**config.mk**
```make
export PLATFORM = sky130hd
export DESIGN_NAME = lbm_noise_inject
export DESIGN_NICKNAME = d
export VERILOG_FILES = /design/src/rtl/lbm_noise_inject.sv
export SDC_FILE = /design/constraint.sdc
export NUM_CORES = 1
export LEC_CHECK = 0
export ABC_AREA = 0
export CORE_MARGIN = 4
export CORE_UTILIZATION = 40
export DETAILED_ROUTE_END_ITERATION = 10
export PLACE_DENSITY_LB_ADDON = 0.25
export SKIP_CTS_REPAIR_TIMING = 1
export SYNTH_ARGS = -nofsm -noshare
export SYNTH_HDL_FRONTEND = slang
export SYNTH_SLANG_ARGS = --single-unit
```
**constraint.sdc**
```tcl
create_clock -name Clk -period 6.1 [get_ports Clk]
set_clock_uncertainty 0.05 [all_clocks]
set_input_delay 1.22 -clock Clk [delete_from_list [all_inputs] [get_ports Clk]]
set_output_delay 1.22 -clock Clk [all_outputs]
set_load 0.005 [all_outputs]
```
**src/rtl/lbm_noise_inject.sv**
```systemverilog
// Noise injection stage for the fluctuating-LBM datapath: buffers Gaussian generator
// samples, centres and scales them, and adds them with saturation to the f_in stream.
module lbm_noise_inject #(
  parameter int DEPTH = 4,
  parameter int SHIFT = 4,
  parameter int NODES = 64
) (
  input  logic                      Clk,
  input  logic                      Reset,
  input  logic [55:0]               gen_sample,
  input  logic                      gen_valid,
  input  logic                      inject_en,
  input  logic signed [15:0]        f_in,
  input  logic                      in_valid,
  output logic                      in_ready,
  output logic signed [15:0]        f_out,
  output logic                      out_valid,
  input  logic                      out_ready,
  output logic                      frame_done,
  output logic [$clog2(DEPTH):0]    fifo_level
);

  localparam int AW = $clog2(DEPTH);
  localparam int LW = AW + 1;
  localparam int CW = (NODES > 1) ? $clog2(NODES) : 1;

  // Offset-binary top 16 bits become a centred two's-complement value, then scaled down.
  function automatic logic signed [15:0] to_noise(input logic [15:0] top);
    logic signed [15:0] raw;
    raw = {~top[15], top[14:0]};
    return raw >>> SHIFT;
  endfunction

  function automatic logic signed [15:0] sat16(input logic signed [16:0] s);
    if (s[16] != s[15]) return s[16] ? 16'sh8000 : 16'sh7FFF;
    return s[15:0];
  endfunction

  logic signed [15:0] mem_q [DEPTH];
  logic [AW-1:0]      wr_ptr_q, wr_ptr_d, rd_ptr_q, rd_ptr_d;
  logic [LW-1:0]      level_q, level_d;
  logic signed [15:0] f_out_q, f_out_d;
  logic               out_valid_q, out_valid_d;
  logic               frame_done_q, frame_done_d;
  logic [CW-1:0]      cnt_q, cnt_d;

  logic               acc, pop, push;
  logic signed [15:0] head, addend, noise_in;
  logic signed [16:0] sum;
  logic               unused_gen_lo;

  assign unused_gen_lo = ^gen_sample[39:0];

  always_comb begin
    head         = mem_q[rd_ptr_q];
    noise_in     = to_noise(gen_sample[55:40]);
    in_ready     = (!out_valid_q || out_ready) && (inject_en ? (level_q != '0) : 1'b1);
    acc          = in_valid && in_ready;
    pop          = acc && inject_en;
    push         = gen_valid && ((level_q < LW'(DEPTH)) || pop);
    addend       = inject_en ? head : 16'sd0;
    sum          = {f_in[15], f_in} + {addend[15], addend};

    wr_ptr_d     = wr_ptr_q;
    rd_ptr_d     = rd_ptr_q;
    level_d      = level_q;
    f_out_d      = f_out_q;
    out_valid_d  = out_valid_q;
    frame_done_d = 1'b0;
    cnt_d        = cnt_q;

    if (push) wr_ptr_d = wr_ptr_q + AW'(1);
    if (pop)  rd_ptr_d = rd_ptr_q + AW'(1);
    case ({push, pop})
      2'b10:   level_d = level_q + LW'(1);
      2'b01:   level_d = level_q - LW'(1);
      default: level_d = level_q;
    endcase

    if (acc) begin
      f_out_d     = sat16(sum);
      out_valid_d = 1'b1;
      if (cnt_q == CW'(NODES - 1)) begin
        cnt_d        = '0;
        frame_done_d = 1'b1;
      end else begin
        cnt_d = cnt_q + CW'(1);
      end
    end else if (out_valid_q && out_ready) begin
      out_valid_d = 1'b0;
    end
  end

  // Stage boundary: result, FIFO pointers and frame state registered.
  always_ff @(posedge Clk) begin
    if (Reset) begin
      wr_ptr_q     <= '0;
      rd_ptr_q     <= '0;
      level_q      <= '0;
      f_out_q      <= '0;
      out_valid_q  <= 1'b0;
      frame_done_q <= 1'b0;
      cnt_q        <= '0;
    end else begin
      wr_ptr_q     <= wr_ptr_d;
      rd_ptr_q     <= rd_ptr_d;
      level_q      <= level_d;
      f_out_q      <= f_out_d;
      out_valid_q  <= out_valid_d;
      frame_done_q <= frame_done_d;
      cnt_q        <= cnt_d;
    end
  end

  always_ff @(posedge Clk) begin
    if (push && !Reset) mem_q[wr_ptr_q] <= noise_in;
  end

  assign f_out      = f_out_q;
  assign out_valid  = out_valid_q;
  assign frame_done = frame_done_q;
  assign fifo_level = level_q;

endmodule

```
# == Yosys cells after proc, flatten, opt, wreduce, memory -nomap -nowiden ==
# Memory sizes are Yosys's and may differ from the RTL's. A register that Yosys moved wholly into a read port is not among the register bits.
# Cells that the tools add are included.
# classes
add_sub_neg,6
multipliers,0
div,0
n_lt_le_gt_ge,1
eq_ne,4
shift,0
n_mux,16
bitwise_logic,2
n_reduce_logical,14
# ops
op,count
two-way mux 16 bit,4
adder 16 x 16 -> 17 bit,1
two-way mux 1 bit,8
adder 6 x 1 -> 6 bit (second input constant),1
equality test 6 bit (second input constant),1
logical AND 1 bit,6
two-way mux 6 bit,1
case mux 3 bit (2 select lines),1
adder 2 x 1 -> 2 bit (second input constant),2
two-way mux 2 bit,2
nonzero test 2 bit,2
adder 3 x 1 -> 3 bit (second input constant),1
less-than comparator 3 bit (second input constant),1
nonzero test 3 bit,1
subtractor 3 x 1 -> 3 bit (second input constant),1
equality test 2 x 1 -> 1 bit (second input constant),1
equality test 2 bit (second input constant),1
zero test 1 bit,2
logical OR 1 bit,2
inverter 1 bit,2
OR reduction 2 bit,1
inequality test 1 bit,1
# word_totals
ff_bits,31
latch_bits,0
mem_bits_rw,64
romBits,0
output_inout_bits,22
memories,1
# memory_table
name,depth,word_bits,rd,rd_clocked_by_memory_dff,wr,line_no,rtl
mem_q,4,16,1,1,1,39,logic signed [15:0] mem_q [DEPTH];

# == Longest topological paths before layout ==
# depth
ltp_word,10
mapped_depth,15

# == Worst setup path before layout ==
# OpenSTA, ideal clock, no wires.
# synth_path
path_kind,input -> register
startpoint,in inject_en
endpoint,reg f_out_q[5] (netlist: f_out[5])
setup_ps,86
arrival_time_ps,3876
required_time_ps,5964
path_slack_ps,2088
stages,14
cell_sequence,clkbuf_1 > and2_1 > ha_1 > inv_1 > fa_1 > nand2b_1 > a21oi_2 > o2111ai_1 > o311a_1 > or2_1 > buf_2 > buf_6 > maj3_2 > a211oi_1
# synth_via
elab_chain_cells,6
elab_cells_between_ends,11
cone_classes,add/sub: 1; eq/ne: 1; mux: 7; reduce/logical: 2
# synth_lines
element,line_no,rtl
start: declaration,12,"input logic inject_en,"
two-way mux 16 bit,61,addend = inject_en ? head : 16'sd0;
adder 16 x 16 -> 17 bit,62,"sum = {f_in[15], f_in} + {addend[15], addend};"
inequality test 1 bit,35,if (s[16] != s[15]) return s[16] ? 16'sh8000 : 16'sh7FFF;
two-way mux 1 bit,35,
two-way mux 1 bit,80,if (acc) begin
two-way mux 16 bit,36,return s[15:0];
end signal: assignment,108,f_out_q <= f_out_d;
end: declaration,42,"logic signed [15:0] f_out_q, f_out_d;"
# Parallel ways exist; a longest one is shown, timed or not. The select of a mux whose other input is x is not followed.
# A chain may end at the register's enable or synchronous reset.

# == Worst setup path after layout ==
# layout_path
startpoint,in inject_en
endpoint,reg f_out_q[4] (netlist: f_out[4])
# The elaborated chain is that of the path after synthesis.

==> impl_results.html <==
<table>
<tr><th>Metric</th><th>Value</th></tr>
<tr><th colspan="2">Logic synthesis</th></tr>
<tr><td>Yosys Warn Count</td><td>0</td></tr>
<tr><td>Post-Syn Nets</td><td>447</td></tr>
<tr><td>Mean Syn Cell Area</td><td>12.1 um^2</td></tr>
<tr><td>EDFF count, synth</td><td>48</td></tr>
<tr><td>Synth Flop Type</td><td>sky130_fd_sc_hd__edfxtp_1</td></tr>
<tr><td>Synth area leader</td><td>sky130_fd_sc_hd__edfxtp_1</td></tr>
<tr><td>Synth Register Bits</td><td>81</td></tr>
<tr><td>Register area share after synthesis</td><td>50.5%</td></tr>
<tr><td>Count of mapped cells out of synthesis</td><td>345</td></tr>
<tr><td>Main area contributors after synthesis</td><td>sky130_fd_sc_hd__edfxtp_1, sky130_fd_sc_hd__dfxtp_1, sky130_fd_sc_hd__ha_1, sky130_fd_sc_hd__mux4_2, sky130_fd_sc_hd__nor2_1</td></tr>
<tr><td>Fraction of post-synthesis cell area in the top cell type by area</td><td>34.6%</td></tr>
<tr><td>Fraction of synthesis flops using an asynchronous set or reset pin</td><td>0%</td></tr>
<tr><td>Count of distinct cell types in the synthesized netlist</td><td>53</td></tr>
<tr><td>Synthesized cell area</td><td>4160 um^2</td></tr>
<tr><th colspan="2">Detailed routing</th></tr>
<tr><td>Antenna violation net count after detailed routing</td><td>0</td></tr>
<tr><td>DRC errors left</td><td>0</td></tr>
<tr><td>Initial DRC count</td><td>85</td></tr>
<tr><td>Routed wirelength normalized by instance count</td><td>14.4 um</td></tr>
<tr><td>Detailed-routing iteration count for the pre-antenna-repair pass</td><td>4</td></tr>
<tr><td>Number of vias per cell after detailed routing</td><td>4.98</td></tr>
<tr><td>Total via count after detailed routing</td><td>2662</td></tr>
<tr><td>Post-detailed-routing wire length</td><td>7.70 mm</td></tr>
<tr><th colspan="2">STA</th></tr>
<tr><td>Number of hold-slack violations in the final timing report</td><td>0</td></tr>
<tr><td>Worst slew margin relative to its limit</td><td>44.5%</td></tr>
<tr><td>Number of endpoints failing setup at the final stage</td><td>0</td></tr>
<tr><td>Fin crit period</td><td>4.56 ns</td></tr>
<tr><td>Fin Setup TNS</td><td>0 ns</td></tr>
<tr><td>Setup repair after global routing missed its margin</td><td>false</td></tr>
<tr><td>Transition time of the tightest slew-check pin</td><td>0.831 ns</td></tr>
<tr><td>Pins over their slew limit</td><td>0</td></tr>
<tr><td>Fmax</td><td>219 MHz</td></tr>
<tr><td>Tcrit/Tclk final</td><td>74.8%</td></tr>
<tr><th colspan="2">Global route</th></tr>
<tr><td>Number of global-route vias before repair</td><td>2636</td></tr>
<tr><td>Sum of overflow across all layers after global routing</td><td>0</td></tr>
<tr><td>GR Util met1</td><td>17.5%</td></tr>
<tr><td>Maximum number of pins on one net before global-route repair</td><td>40</td></tr>
<tr><td>Met3 track demand over resource</td><td>3.96%</td></tr>
<tr><td>Met2 Usage GRT</td><td>22.8%</td></tr>
<tr><td>Initial antenna violation count</td><td>0</td></tr>
<tr><td>Most used routing layer in global routing</td><td>met2</td></tr>
<tr><td>First-pass GRT wire length</td><td>12.8 mm</td></tr>
<tr><td>All-Layer GR Usage</td><td>13.9%</td></tr>
<tr><th colspan="2">CTS</th></tr>
<tr><td>Clock root buffer master</td><td>sky130_fd_sc_hd__clkbuf_8</td></tr>
<tr><td>Clk sink count</td><td>81</td></tr>
<tr><td>Number of buffers inserted during clock tree synthesis</td><td>9</td></tr>
<tr><td>Maximum clock path buffer count</td><td>2</td></tr>
<tr><td>Skew-Pair Late Insertion Delay</td><td>0.36 ns</td></tr>
<tr><td>CTS tree</td><td>built</td></tr>
<tr><td>Depth of the CTS H-tree</td><td>3</td></tr>
<tr><td>Worst-path clk slew</td><td>0.09 ns</td></tr>
<tr><th colspan="2">Worst setup path</th></tr>
<tr><td>Endpoint arrival time on the critical path</td><td>4.78 ns</td></tr>
<tr><td>Worst setup EP type</td><td>flop</td></tr>
<tr><td>Kind of critical path</td><td>in -&gt; reg</td></tr>
<tr><td>Worst reg-to-reg path cell count</td><td>12</td></tr>
<tr><td>Critical Path Source Type</td><td>input port</td></tr>
<tr><td>Crit path max fanout</td><td>15</td></tr>
<tr><td>WP data required</td><td>6.32 ns</td></tr>
<tr><th colspan="2">Power and ir drop</th></tr>
<tr><td>Power, Total</td><td>1.39 mW</td></tr>
<tr><td>Static leakage</td><td>1.80 nW</td></tr>
<tr><td>Worst IR Drop VDD</td><td>0.144 mV</td></tr>
<tr><td>Power Density</td><td>278 nW/um^2</td></tr>
<tr><th colspan="2">Placed design</th></tr>
<tr><td>Last weighted congestion value of the routability-driven placer</td><td>0.817</td></tr>
<tr><td>Port Buffer Count</td><td>55</td></tr>
<tr><td>Final HPWL DP</td><td>5.71 mm</td></tr>
<tr><th colspan="2">Finish</th></tr>
<tr><td>Number of inserted diodes</td><td>0</td></tr>
<tr><td>Layout cells sized above 1</td><td>13.7%</td></tr>
<tr><td>Layout Utilization</td><td>50.2%</td></tr>
<tr><td>Area overhead of the layout relative to synthesis</td><td>20.1%</td></tr>
<tr><td>Net total in the final layout</td><td>499</td></tr>
<tr><th colspan="2">Floorplan</th></tr>
<tr><td>Die height</td><td>110 um</td></tr>
<tr><td>Area of the die</td><td>12100 um^2</td></tr>
<tr><td>Placement Rows</td><td>36</td></tr>
<tr><td>Horizontal die dimension</td><td>110 um</td></tr>
<tr><td>Starting density of the core</td><td>41.8%</td></tr>
<tr><td># IOs</td><td>100</td></tr>
<tr><td>Core area</td><td>9950 um^2</td></tr>
<tr><th colspan="2">Run status</th></tr>
<tr><td>Status</td><td>finished, final reports clean</td></tr>
<tr><th colspan="2">Worst hold path</th></tr>
<tr><td>Worst hold-check path type</td><td>reg -&gt; reg</td></tr>
<tr><td>Worst hold path cell count</td><td>2</td></tr>
<tr><th colspan="2">Run</th></tr>
<tr><td>Max-cap violations</td><td>0</td></tr>
</table>
-- cells by family after synthesis --
group	share of synthesized area, %
AND/OR/NAND/NOR	12.0
adder cells (fa/ha/maj)	11.0
AO/OA/AOI/OAI	11.3
buffers and inverters	3.04
XOR/XNOR	5.02
flip-flops	50.5
multiplexers	7.18
-- cells in the final DEF (no fill, tap or decap), drive strengths merged, types with 14 or more instances in the layout --
cell           Yosys  routed
nor2              38      38
and2              17      17
dfxtp             33      33
ha                22      22
a211oi            18      18
nand2             14      14
clkdlybuf4s50      0      55
a21oi             16      16
edfxtp            48      48
inv               12      16
-- power breakdown --
| part | switching, mW | internal [mW] | total (mW) |
|---|---|---|---|
| Sequential | 0.0276 | 0.620 | 0.647 |
| Clock | 0.214 | 0.156 | 0.370 |
| Combinational | 0.179 | 0.194 | 0.373 |
| Total | 0.421 | 0.969 | 1.39 |
-- through the flow --
stage / hold WS [ns] / setup slack, ns / area, um^2 / instances
3_5_place_dp: 0.438 / 1.15 / 4820 / 519
5_1_grt: 0.472 / 1.30 / 5000 / 535
4_1_cts: 0.453 / 1.52 / 5000 / 535
2_1_floorplan: 0.411 / 2.09 / 4160 / 345
3_3_place_gp: 0.437 / 1.22 / 4820 / 519
6_report: 0.451 / 1.54 / 5000 / 535
-- area by class of cell --
type,instances,area [um^2]
Clock inverter,7,60.1
Clock buffer,9,124
Timing Repair Buffer,57,566
Multi-Input combinational cell,235,1930
Sequential cell,81,2100
Tap cell,133,166
Fill cell,919,4950
Inverter,13,48.8
-- registers in the layout, indices dropped and copies added, names as in the netlist, named ones only --
register    cells
cnt_q           6
fifo_level      3
rd_ptr_q        2
frame_done      1
f_out          16
mem_q          48
wr_ptr_q        2
out_valid       1
-- Yosys cell counts (2+ instances only) --
master	instances
sky130_fd_sc_hd__edfxtp_1	48
sky130_fd_sc_hd__nor2_1	38
sky130_fd_sc_hd__dfxtp_1	33
sky130_fd_sc_hd__ha_1	22
sky130_fd_sc_hd__and2_1	17
sky130_fd_sc_hd__a21oi_1	15
sky130_fd_sc_hd__nand2_1	14
sky130_fd_sc_hd__xor2_1	13
sky130_fd_sc_hd__mux4_2	11
sky130_fd_sc_hd__inv_1	10
sky130_fd_sc_hd__maj3_2	10
sky130_fd_sc_hd__a211oi_1	9
sky130_fd_sc_hd__a211oi_2	9
sky130_fd_sc_hd__xnor2_1	9
sky130_fd_sc_hd__nand2b_1	7
sky130_fd_sc_hd__buf_1	6
sky130_fd_sc_hd__clkbuf_1	6
sky130_fd_sc_hd__nand3_1	5
sky130_fd_sc_hd__nand4_1	5
sky130_fd_sc_hd__o211ai_1	5
sky130_fd_sc_hd__o21ai_0	5
sky130_fd_sc_hd__mux2i_1	4
sky130_fd_sc_hd__a21o_1	3
sky130_fd_sc_hd__maj3_1	3
sky130_fd_sc_hd__a31oi_1	2
sky130_fd_sc_hd__and3_1	2
sky130_fd_sc_hd__buf_2	2
sky130_fd_sc_hd__buf_6	2
sky130_fd_sc_hd__fa_1	2
sky130_fd_sc_hd__inv_2	2
sky130_fd_sc_hd__nor2b_1	2
sky130_fd_sc_hd__nor3b_1	2
sky130_fd_sc_hd__or3_1	2
-- final timing paths --
kind,startpoint,endpoint,slack [ns]
worst max-delay path,inject_en,f_out[4]$_SDFFE_PP0N_,1.54
worst min-delay path,cnt_q[5]$_SDFFE_PP0N_,frame_done$_SDFF_PP0_,0.45
worst max register to register,flop,f_out[4]$_SDFFE_PP0N_,1.97
worst min register to register,cnt_q[5]$_SDFFE_PP0N_,frame_done$_SDFF_PP0_,0.45
-- critical path, stage by stage --
cell and delay, ns:
sky130_fd_sc_hd__clkdlybuf4s50_1 0.76, sky130_fd_sc_hd__and2_1 0.20, sky130_fd_sc_hd__ha_1 0.19, sky130_fd_sc_hd__inv_1 0.07, sky130_fd_sc_hd__fa_1 0.40, sky130_fd_sc_hd__nand2b_1 0.19, sky130_fd_sc_hd__a21oi_2 0.18, sky130_fd_sc_hd__o2111ai_1 0.17
sky130_fd_sc_hd__o311a_1 0.33, sky130_fd_sc_hd__or2_1 0.43, sky130_fd_sc_hd__maj3_1 0.41, sky130_fd_sc_hd__a211oi_1 0.22
-- layer usage --
layer | up-vias | part of all wire [%]
met5 | - | 0
met3 | 12 | 4.5
met4 | 0 | 1.6
met2 | 45 | 49
met1 | 1237 | 45
li1 | 1368 | -
Power figures use the tool's default switching activity.
